==> config.mk <==
export PLATFORM = sky130hd
export DESIGN_NAME = alu_pipe
export DESIGN_NICKNAME = d
export VERILOG_FILES = /design/src/rtl/alu_pkg.sv /design/src/rtl/alu_mul_seq.sv /design/src/rtl/alu_pipe.sv
export SDC_FILE = /design/constraint.sdc
export NUM_CORES = 2
export LEC_CHECK = 0
export ABC_AREA = 0
export CORE_MARGIN = 2
export CORE_UTILIZATION = 40
export DETAILED_ROUTE_END_ITERATION = 10
export PLACE_DENSITY = 0.52
export SLEW_MARGIN = 20
export SYNTH_ARGS = -nofsm -noshare
export SYNTH_HDL_FRONTEND = slang
export SYNTH_SLANG_ARGS = --single-unit
==> constraint.sdc <==
create_clock -name clock -period 10 [get_ports clock]
set_clock_uncertainty 0.05 [all_clocks]
set_input_delay 2 -clock clock [delete_from_list [all_inputs] [get_ports clock]]
set_output_delay 2 -clock clock [all_outputs]
set_load 0.05 [all_outputs]
==> src/rtl/alu_pkg.sv <==
// Shared encodings for the pipelined execute-stage ALU: unit selects,
// per-unit function codes and the sequencing state.
package alu_pkg;

  localparam logic [2:0] SHIFT_REG   = 3'b000;
  localparam logic [2:0] ARITH_LOGIC = 3'b001;
  localparam logic [2:0] MUL         = 3'b010;

  localparam logic [2:0] ADD  = 3'b000;
  localparam logic [2:0] HADD = 3'b001;
  localparam logic [2:0] SUB  = 3'b010;
  localparam logic [2:0] NOT  = 3'b011;
  localparam logic [2:0] AND  = 3'b100;
  localparam logic [2:0] OR   = 3'b101;
  localparam logic [2:0] XOR  = 3'b110;
  localparam logic [2:0] LHG  = 3'b111;

  localparam logic [2:0] SHLEFTLOG = 3'b000;
  localparam logic [2:0] SHLEFTART = 3'b001;
  localparam logic [2:0] SHRGHTLOG = 3'b010;
  localparam logic [2:0] SHRGHTART = 3'b011;
  localparam logic [2:0] ROTL      = 3'b100;
  localparam logic [2:0] ROTR      = 3'b101;

  localparam logic [2:0] MULLO = 3'b000;
  localparam logic [2:0] MULHI = 3'b001;

  typedef enum logic [1:0] {
    S_IDLE = 2'b00,
    S_MUL  = 2'b01,
    S_DONE = 2'b10
  } state_t;

  function automatic logic is_mul_op(input logic [2:0] sel, input logic [2:0] op);
    return (sel == MUL) && ((op == MULLO) || (op == MULHI));
  endfunction

endpackage

==> src/rtl/alu_mul_seq.sv <==
// Radix-2 shift-add signed multiplier working on operand magnitudes; the
// product sign is restored combinationally from the captured operand signs.
module alu_mul_seq #(
  parameter int WIDTH = 32
) (
  input  logic                 clock,
  input  logic                 reset,
  input  logic                 start,
  input  logic [WIDTH-1:0]     a,
  input  logic [WIDTH-1:0]     b,
  output logic                 done,
  output logic [2*WIDTH-1:0]   product
);

  localparam int CW = $clog2(WIDTH);
  localparam logic [CW-1:0] CNT_ONE  = {{(CW-1){1'b0}}, 1'b1};
  localparam logic [CW-1:0] CNT_LAST = CW'(WIDTH - 1);

  logic               busy_r;
  logic [CW-1:0]      cnt_r;
  logic               neg_r;
  logic [2*WIDTH-1:0] acc_r;
  logic [2*WIDTH-1:0] mcand_r;
  logic [WIDTH-1:0]   mplier_r;
  logic [WIDTH-1:0]   mag_a_s;
  logic [WIDTH-1:0]   mag_b_s;

  assign mag_a_s = a[WIDTH-1] ? ({WIDTH{1'b0}} - a) : a;
  assign mag_b_s = b[WIDTH-1] ? ({WIDTH{1'b0}} - b) : b;
  assign done    = busy_r && (cnt_r == CNT_LAST);
  assign product = neg_r ? ({(2*WIDTH){1'b0}} - acc_r) : acc_r;

  // Start performs bit 0 of the multiplier; each busy cycle handles one more bit.
  always_ff @(posedge clock or posedge reset) begin
    if (reset) begin
      busy_r   <= 1'b0;
      cnt_r    <= {CW{1'b0}};
      neg_r    <= 1'b0;
      acc_r    <= {(2*WIDTH){1'b0}};
      mcand_r  <= {(2*WIDTH){1'b0}};
      mplier_r <= {WIDTH{1'b0}};
    end else if (start) begin
      busy_r   <= 1'b1;
      cnt_r    <= CNT_ONE;
      neg_r    <= a[WIDTH-1] ^ b[WIDTH-1];
      acc_r    <= mag_b_s[0] ? {{WIDTH{1'b0}}, mag_a_s} : {(2*WIDTH){1'b0}};
      mcand_r  <= {{(WIDTH-1){1'b0}}, mag_a_s, 1'b0};
      mplier_r <= {1'b0, mag_b_s[WIDTH-1:1]};
    end else if (busy_r) begin
      if (mplier_r[0]) begin
        acc_r <= acc_r + mcand_r;
      end
      mcand_r  <= mcand_r << 1;
      mplier_r <= mplier_r >> 1;
      cnt_r    <= cnt_r + CNT_ONE;
      if (done) begin
        busy_r <= 1'b0;
      end
    end
  end

endmodule

==> src/rtl/alu_pipe.sv <==
// Handshaked execute-stage ALU: single-cycle shift/arith/logic ops and an
// iterative signed multiply, all delivered through one registered result.
module alu_pipe import alu_pkg::*; #(
  parameter  int WIDTH = 32,
  localparam int SHW   = $clog2(WIDTH)
) (
  input  logic             clock,
  input  logic             reset,
  input  logic             in_valid,
  output logic             in_ready,
  input  logic [WIDTH-1:0] aluin1,
  input  logic [WIDTH-1:0] aluin2,
  input  logic [2:0]       opselect,
  input  logic [2:0]       operation,
  input  logic [SHW-1:0]   shift_number,
  output logic             out_valid,
  input  logic             out_ready,
  output logic [WIDTH-1:0] aluout,
  output logic             carryout,
  output logic             overflow,
  output logic             zero,
  output logic             illegal
);

  localparam int H = WIDTH / 2;
  localparam logic [SHW:0] W_AMT = (SHW + 1)'(WIDTH);

  state_t             state_r, state_nx_s;
  logic               mulhi_r;
  logic               in_fire_s, start_s, mul_done_s;
  logic [2*WIDTH-1:0] product_s;
  logic [WIDTH:0]     add_s, sub_s, shl_ext_s, shr_ext_s;
  logic [H:0]         hlow_s;
  logic [H-1:0]       hhigh_s;
  logic [SHW:0]       back_s;
  logic [WIDTH-1:0]   sra_s, rotl_s, rotr_s;
  logic [WIDTH-1:0]   res_s, mul_res_s;
  logic               cy_s, ov_s, ill_s, mul_ov_s;

  assign in_ready  = (state_r == S_IDLE) && (!out_valid || out_ready);
  assign in_fire_s = in_valid && in_ready;
  assign start_s   = in_fire_s && is_mul_op(opselect, operation);

  alu_mul_seq #(.WIDTH(WIDTH)) u_mul (
    .clock   (clock),
    .reset   (reset),
    .start   (start_s),
    .a       (aluin1),
    .b       (aluin2),
    .done    (mul_done_s),
    .product (product_s)
  );

  // Half-add upper half is the sign-extension sum plus the carry out of the low half.
  assign add_s     = {1'b0, aluin1} + {1'b0, aluin2};
  assign sub_s     = {1'b0, aluin1} - {1'b0, aluin2};
  assign hlow_s    = {1'b0, aluin1[H-1:0]} + {1'b0, aluin2[H-1:0]};
  assign hhigh_s   = {H{aluin1[H-1]}} + {H{aluin2[H-1]}} + {{(H-1){1'b0}}, hlow_s[H]};
  assign shl_ext_s = {1'b0, aluin1} << shift_number;
  assign shr_ext_s = {aluin1, 1'b0} >> shift_number;
  assign sra_s     = $signed(aluin1) >>> shift_number;
  assign back_s    = W_AMT - {1'b0, shift_number};
  assign rotl_s    = (aluin1 << shift_number) | (aluin1 >> back_s);
  assign rotr_s    = (aluin1 >> shift_number) | (aluin1 << back_s);

  // Single-cycle result and flags; the extended shifts carry the last bit out.
  always_comb begin
    res_s = {WIDTH{1'b0}};
    cy_s  = 1'b0;
    ov_s  = 1'b0;
    ill_s = 1'b0;
    case (opselect)
      ARITH_LOGIC: begin
        case (operation)
          ADD: begin
            res_s = add_s[WIDTH-1:0];
            cy_s  = add_s[WIDTH];
            ov_s  = (aluin1[WIDTH-1] == aluin2[WIDTH-1]) && (add_s[WIDTH-1] != aluin1[WIDTH-1]);
          end
          HADD: begin
            res_s = {hhigh_s, hlow_s[H-1:0]};
            cy_s  = hlow_s[H];
          end
          SUB: begin
            res_s = sub_s[WIDTH-1:0];
            cy_s  = sub_s[WIDTH];
            ov_s  = (aluin1[WIDTH-1] != aluin2[WIDTH-1]) && (sub_s[WIDTH-1] != aluin1[WIDTH-1]);
          end
          NOT:     res_s = ~aluin1;
          AND:     res_s = aluin1 & aluin2;
          OR:      res_s = aluin1 | aluin2;
          XOR:     res_s = aluin1 ^ aluin2;
          LHG:     res_s = {aluin2[H-1:0], {H{1'b0}}};
          default: ill_s = 1'b1;
        endcase
      end
      SHIFT_REG: begin
        case (operation)
          SHLEFTLOG, SHLEFTART: begin
            res_s = shl_ext_s[WIDTH-1:0];
            cy_s  = shl_ext_s[WIDTH];
          end
          SHRGHTLOG: begin
            res_s = shr_ext_s[WIDTH:1];
            cy_s  = shr_ext_s[0];
          end
          SHRGHTART: begin
            res_s = sra_s;
            cy_s  = shr_ext_s[0];
          end
          ROTL: begin
            res_s = rotl_s;
            cy_s  = shl_ext_s[WIDTH];
          end
          ROTR: begin
            res_s = rotr_s;
            cy_s  = shr_ext_s[0];
          end
          default: ill_s = 1'b1;
        endcase
      end
      MUL: begin
        if (is_mul_op(opselect, operation)) begin
          ill_s = 1'b0;
        end else begin
          ill_s = 1'b1;
        end
      end
      default: ill_s = 1'b1;
    endcase
  end

  // Multiplier result selection; the low half overflows when the upper bits are not pure sign.
  always_comb begin
    mul_res_s = product_s[WIDTH-1:0];
    mul_ov_s  = 1'b0;
    if (mulhi_r) begin
      mul_res_s = product_s[2*WIDTH-1:WIDTH];
    end else begin
      mul_ov_s = !((&product_s[2*WIDTH-1:WIDTH-1]) || !(|product_s[2*WIDTH-1:WIDTH-1]));
    end
  end

  // Next-state logic for the multiply sequencing.
  always_comb begin
    state_nx_s = state_r;
    case (state_r)
      S_IDLE: begin
        if (start_s) state_nx_s = S_MUL;
        else         state_nx_s = S_IDLE;
      end
      S_MUL: begin
        if (mul_done_s) state_nx_s = S_DONE;
        else            state_nx_s = S_MUL;
      end
      S_DONE:  state_nx_s = S_IDLE;
      default: state_nx_s = S_IDLE;
    endcase
  end

  // State register and the high/low selector captured with the multiply operands.
  always_ff @(posedge clock or posedge reset) begin
    if (reset) begin
      state_r <= S_IDLE;
      mulhi_r <= 1'b0;
    end else begin
      state_r <= state_nx_s;
      if (start_s) begin
        mulhi_r <= (operation == MULHI);
      end
    end
  end

  // Result register: loads on a single-cycle accept or multiply completion, else holds.
  always_ff @(posedge clock or posedge reset) begin
    if (reset) begin
      out_valid <= 1'b0;
      aluout    <= {WIDTH{1'b0}};
      carryout  <= 1'b0;
      overflow  <= 1'b0;
      zero      <= 1'b1;
      illegal   <= 1'b0;
    end else if (state_r == S_DONE) begin
      out_valid <= 1'b1;
      aluout    <= mul_res_s;
      carryout  <= 1'b0;
      overflow  <= mul_ov_s;
      zero      <= (mul_res_s == {WIDTH{1'b0}});
      illegal   <= 1'b0;
    end else if (in_fire_s && !start_s) begin
      out_valid <= 1'b1;
      aluout    <= res_s;
      carryout  <= cy_s;
      overflow  <= ov_s;
      zero      <= (res_s == {WIDTH{1'b0}});
      illegal   <= ill_s;
    end else if (out_ready) begin
      out_valid <= 1'b0;
    end
  end

endmodule

### After elaboration in Yosys (flattened, before gate mapping)

Cells that the tools add are included.

* shifts and indexed selects: 7
* add/sub/neg operators: 11
* reduce and logical (&&, ||, !) cells: 31
* multiplexer cells: 45
* bitwise logic cells: 7
* eq/ne operators: 16

Operators by type and width (count)
* two-way mux 64 bit: 6
* two-way mux 32 bit: 8
* case mux 32 bit (8 select lines): 1
* case mux 32 bit (5 select lines): 1
* OR 32 bit: 3
* adder 64 bit: 1
* logical NOT 32 bit: 2
* case mux 32 bit (2 select lines): 1
* subtractor 1 x 32 -> 32 bit (first input constant): 2
* subtractor 1 x 64 -> 64 bit (first input constant): 1
* adder 32 x 32 -> 33 bit: 1
* AND reduction 33 bit: 1
* OR reduction 33 bit: 1
* left shift 32 x 5 -> 33 bit: 1
* right shift 33 x 5 -> 33 bit: 1
* subtractor 32 x 32 -> 33 bit: 1
* bitwise AND 32 bit: 1
* NOT 32 bit: 1
* left shift 32 x 5 -> 32 bit: 1
* left shift 32 x 6 -> 32 bit: 1
* right shift 32 x 5 -> 32 bit: 1
* right shift 32 x 6 -> 32 bit: 1
* >>> shifter 32 x 5 -> 32 bit: 1
* bitwise XOR 32 bit: 1
* 31 further kinds: 77

* input port bits: 79
* output and inout bits: 38
* register bits after elaboration: 207

### Depth between registers and ports, before layout

* depth in word-level cells: 9
* gate-level depth with buffers: 24
* depth with buffers taken out: 21

### Hierarchy

From an unflattened synthesis, not the netlist that was laid out.

* cells, all modules: 3940
* area, all modules: 30052.6 sq um

By module, submodules not included
* alu_pipe: area an instance 16719.8 sq um, instances 1, cells an instance 2353
* alu_mul_seq: area an instance 13332.8 sq um, instances 1, cells an instance 1587

### Worst setup path before layout

OpenSTA, ideal clock, no wires.

* kind: in2reg
* from: input port shift_number[0]
* to: register zero
* required time: 9.889 ns
* setup slack: 2.727 ns
* stages on the path: 20
* arrival: 7.162 ns
* path through: buf_2 inv_1 clkbuf_1 buf_1 clkbuf_1 clkbuf_1 ha_1 buf_2 xor2_1 buf_2 buf_1 buf_1 clkbuf_1 mux4_2 a2111oi_0 o32ai_1 nor4_1 nand4_1 nor4_1 a31o_1

* longest elaborated chain between the ends: 8

Ends and longest elaborated chain
* start, declared: line alu_pipe.sv:15 `input logic [SHW-1:0] shift_number,`
* subtractor 6 x 5 -> 6 bit: line alu_pipe.sv:62 `assign back_s = W_AMT - {1'b0, shift_number};`
* left shift 32 x 6 -> 32 bit or right shift 32 x 6 -> 32 bit (tied branches): line alu_pipe.sv:64, alu_pipe.sv:63
* OR 32 bit, on equally long branches: line alu_pipe.sv:64, alu_pipe.sv:63
* case mux 32 bit (5 select lines) *: line alu_pipe.sv:98 `case (operation)`
* case mux 32 bit (2 select lines) *: line alu_pipe.sv:72 `case (opselect)`
* logical NOT 32 bit *: line alu_pipe.sv:195 `zero <= (res_s == {WIDTH{1'b0}});`
* two-way mux 1 bit *: line alu_pipe.sv:190 `end else if (in_fire_s && !start_s) begin`
* two-way mux 1 bit *: line alu_pipe.sv:183 `end else if (state_r == S_DONE) begin`
* end signal, assigned: line alu_pipe.sv:188 `zero <= (mul_res_s == {WIDTH{1'b0}});`
* end signal, assigned: line alu_pipe.sv:195
* end, declared: line alu_pipe.sv:21 `output logic zero,`

Every way passes the cells marked *; elsewhere a longest branch is shown, timed or not. The select of a mux whose other input is x is not followed.
A chain may end at the register's enable or synchronous reset.

### Worst setup path after layout

* from: input port aluin1[2]
* to: register zero

* longest elaborated chain between the ends: 7

Ends and longest elaborated chain
* start, declared: line alu_pipe.sv:11 `input logic [WIDTH-1:0] aluin1,`
* adder 16 x 16 -> 17 bit (tied with other cells): line alu_pipe.sv:57 `assign hlow_s = {1'b0, aluin1[H-1:0]} + {1'b0, aluin2[H-1:0]};`
* adder 2 x 2 -> 3 bit (tied with other cells): line alu_pipe.sv:58 `assign hhigh_s = {H{aluin1[H-1]}} + {H{aluin2[H-1]}} + {{(H-1){1'b0}}, hlow_s[H]};`
* case mux 32 bit (8 select lines) or case mux 32 bit (5 select lines) (tied branches): line alu_pipe.sv:74, alu_pipe.sv:98
* case mux 32 bit (2 select lines) *: line alu_pipe.sv:72
* logical NOT 32 bit *: line alu_pipe.sv:195
* two-way mux 1 bit *: line alu_pipe.sv:190
* two-way mux 1 bit *: line alu_pipe.sv:183

Marked as above.

==> metrics.cfg <==
[detailed_routing]
drc=0
antenna_left=0
vias_per_cell=6.85
drt-met1-wl_mm=61.8
dr.pass1.iters=10
wl_per_cell_um=32.2
drtIter0Drc=4417
dr_wl_met3_mm=16.9
wl_met2_mm=67.7
vias=33600
top_layer_used=met5
drt-total-wl_mm=158

[yosys]
synthAdderAreaFrac_pct=7.27
synth_mux_area_share_pct=14.5
async_flop_share_pct=100
synthSimpleGateAreaFrac_pct=19.7
synth_area_per_cell_um2=7.51
syn-cell-area_um2=29900
syn_inst=3983
synth_top_family_by_area=compound AO/OA/AOI/OAI gates
synth-compound-area-share_pct=29.0
synth_seq_cells=205
ys_seq_area_share_pct=17.2
yosysWarningCount=0
synth_edf_count=0
synth_cell_types=89
synth_nets=4232
synth_xor_area_share_pct=6.27
ys_dominant_reg_cell=dfrtp_1

[place]
gp_congestion=1.10
dpl_cell_area_um2=31900
hpwl_mm=119
io_buffers=116

[clock_network]
clkTransAtPathRegs_ns=0.06
htreeDepth=1
clockBufferDepth=3
post_cts_buffers=0
cts.sinks=205
post_cts_resized=0
cts_tree=yes
clock_latency_ns=0.62
holdBufCountCts=0
numCtsBuffers=28
cts_root_buf=clkbuf_16

[critical_path]
crit_fanout=19
crit_path_end_kind=flop
path_class=in2reg
critPathRequiredTime_ns=10.49
critPathArrivalTime_ns=8.09
cp-start-kind=input pin
crit_slowest_cell=clkdlybuf4s50_1
critical-path-max-stage-delay_ns=1.00
path_cells=clkdlybuf4s50_1 -> inv_1 -> ha_1 -> nand3_1 -> a211oi_1 -> a21bo_2 -> a211oi_1 -> o21ai_0 -> inv_1 -> fa_1 -> inv_1 -> fa_1 -> a21oi_1 -> buf_4 -> a21oi_1 -> o21ai_0 -> a21oi_1 -> o21ai_0 -> a311o_1 -> a31oi_1 -> nand4_1 -> nor4_1 -> a31o_1

[timing]
final.setup.tns_ns=0
hold_violations=0
drv_slew=0
worst_pin_slew_ns=1.23
rsz0062_at_grt=false
clock.fmax_ghz=0.132
setup_viol=0
holdWs_ns=0.461
period_share_pct=76.0
max-slew-margin-rel_pct=16.9
period_minus_slack_ns=7.60

[grt]
antenna_found_initial=10
grt_usage_pct=39.4
grt_max_degree=228
overflow=0
grt_pass1_wl_mm=225
grt_pass1_vias=31300

[floorplanning]
die_y_um=277
die_w_um=277
die_area_um2=76900
core_area_um2=74200
initial_core_util_pct=40.3
row_count=100
io_pins=117

[layout]
layout-drive-gt1-share_pct=9.20
final_util_pct=44.4
postLayoutCellArea_um2=33000
area_growth_pct=10.3
final_nets=4152
final_cell_mix=419 x nand2_1, 365 x nor2_1, 329 x a21oi_1
fillers=7729
layout_commonest_cell=nand2_1

[power]
powerDensity_nw_per_um2=226
irDropWorstVdd_mv=0.131
power.leakage_uw=0.0132

[flow_run]
drv_cap=0

[run_status]
status=finished, final reports clean

[min_path]
holdCritPathClass=reg2reg

[through the flow]
stage | total power, µW | worst slack, ns | std cells
2_1_floorplan | 4740 | 2.36 | 3983
3_3_place_gp | 6170 | 2.04 | 4842
3_5_place_dp | 6160 | 2.00 | 4842
4_1_cts | 7350 | 2.59 | 4894
5_1_grt | 7920 | 1.95 | 4894
6_report | 7440 | 2.40 | 4900
[final cells by class]
class	instances	area, µm²	area share [%]
Antenna cell	6	15.0	0.0455
Clock buffer	32	746	2.26
Clock inverter	20	315	0.957
Inverter	137	522	1.58
Multi-Input combinational cell	3307	23100	70.0
Sequential cell	205	5140	15.6
Tap cell	969	1210	3.68
Timing Repair Buffer	224	1950	5.92
[path summary, 6_finish.rpt]
kind                       depth (start not counted)      startpoint  slack (ns)                 to
setup reg to reg                                  12  u_mul.acc_r[6]        4.76               zero
hold / removal                                     1      state_r[1]        0.46         state_r[1]
hold reg to reg                                    1      state_r[1]        0.46         state_r[1]
max in group asynchronous                          4           reset        6.06    u_mul.acc_r[54]
setup / recovery                                  23       aluin1[2]        2.40               zero
min in group asynchronous                          2           reset        1.86  u_mul.mcand_r[36]
[critical path, delay by kind of cell]
family,cells,cell delay (ns)
compound gates,12,2.74
fa+ha+maj,3,1.11
buf+inv,5,1.64
simple gates,3,0.56
[kinds of logic after synthesis]
family | after synthesis
AOI/OAI and AO/OA | 1333
and+or+nand+nor | 1271
adders and majority gates | 170
buffers and inverters | 471
xor gates and xnor gates | 213
DFF | 205
muxes | 320
[sequential cells by signal, indices dropped and copies added (netlist names), 2 cells and up]
register        count
u_mul.acc_r        64
u_mul.mcand_r      63
aluout             32
u_mul.mplier_r     31
u_mul.cnt_r         5
state_r             2
[power by group]
| group | switching [µW] | leakage, µW | internal [µW] |
|---|---|---|---|
| Sequential | 490 | 0.00255 | 1160 |
| Clock | 443 | 0.000520 | 719 |
| Combinational | 2880 | 0.0101 | 1750 |
[cells in the mapped netlist, types with 12 or more instances]
cell       instances  area (µm²)
a2111oi_0         12         105
a211o_1           14         123
a211oi_1          85         638
a21o_1            56         420
a21oi_1          329        1650
a221o_1           12         120
a221oi_1          30         263
a22oi_1           22         165
a311oi_1          12         105
a31oi_1           47         294
a32oi_1           15         131
and2_1            13        81.3
and3_1            25         156
buf_1             47         176
buf_2             28         140
clkbuf_1         259         972
dfrtp_1          204        5100
ha_1             164        2050
inv_1            132         495
mux2_2            44         495
mux2i_1          189        1890
mux4_2            87        1960
nand2_1          420        1580
nand2b_1          49         307
nand3_1           92         460
nand4_1           38         238
nor2_1           368        1380
nor2b_1           49         307
nor3_1            69         345
nor3b_1           17         128
nor4_1            34         213
o211ai_1          40         300
o21a_1            22         165
o21ai_0          305        1530
o21bai_1          25         188
o221ai_1          21         184
o22ai_1           59         369
o31ai_1           77         578
o32ai_1           13         114
o41ai_1           24         210
or2_2             17         106
or3_1             37         231
or4_1             14         105
xnor2_1          150        1310
xor2_1            62         543
[per-layer routing]
metal / GRT usage, % / up-vias
met2: 60.3 / 2108
met4: 23.5 / 4
li1: - / 14700
met3: 9.96 / 493
met1: 50.0 / 16300
met5: 0 / -
Power figures use the tool's default switching activity.
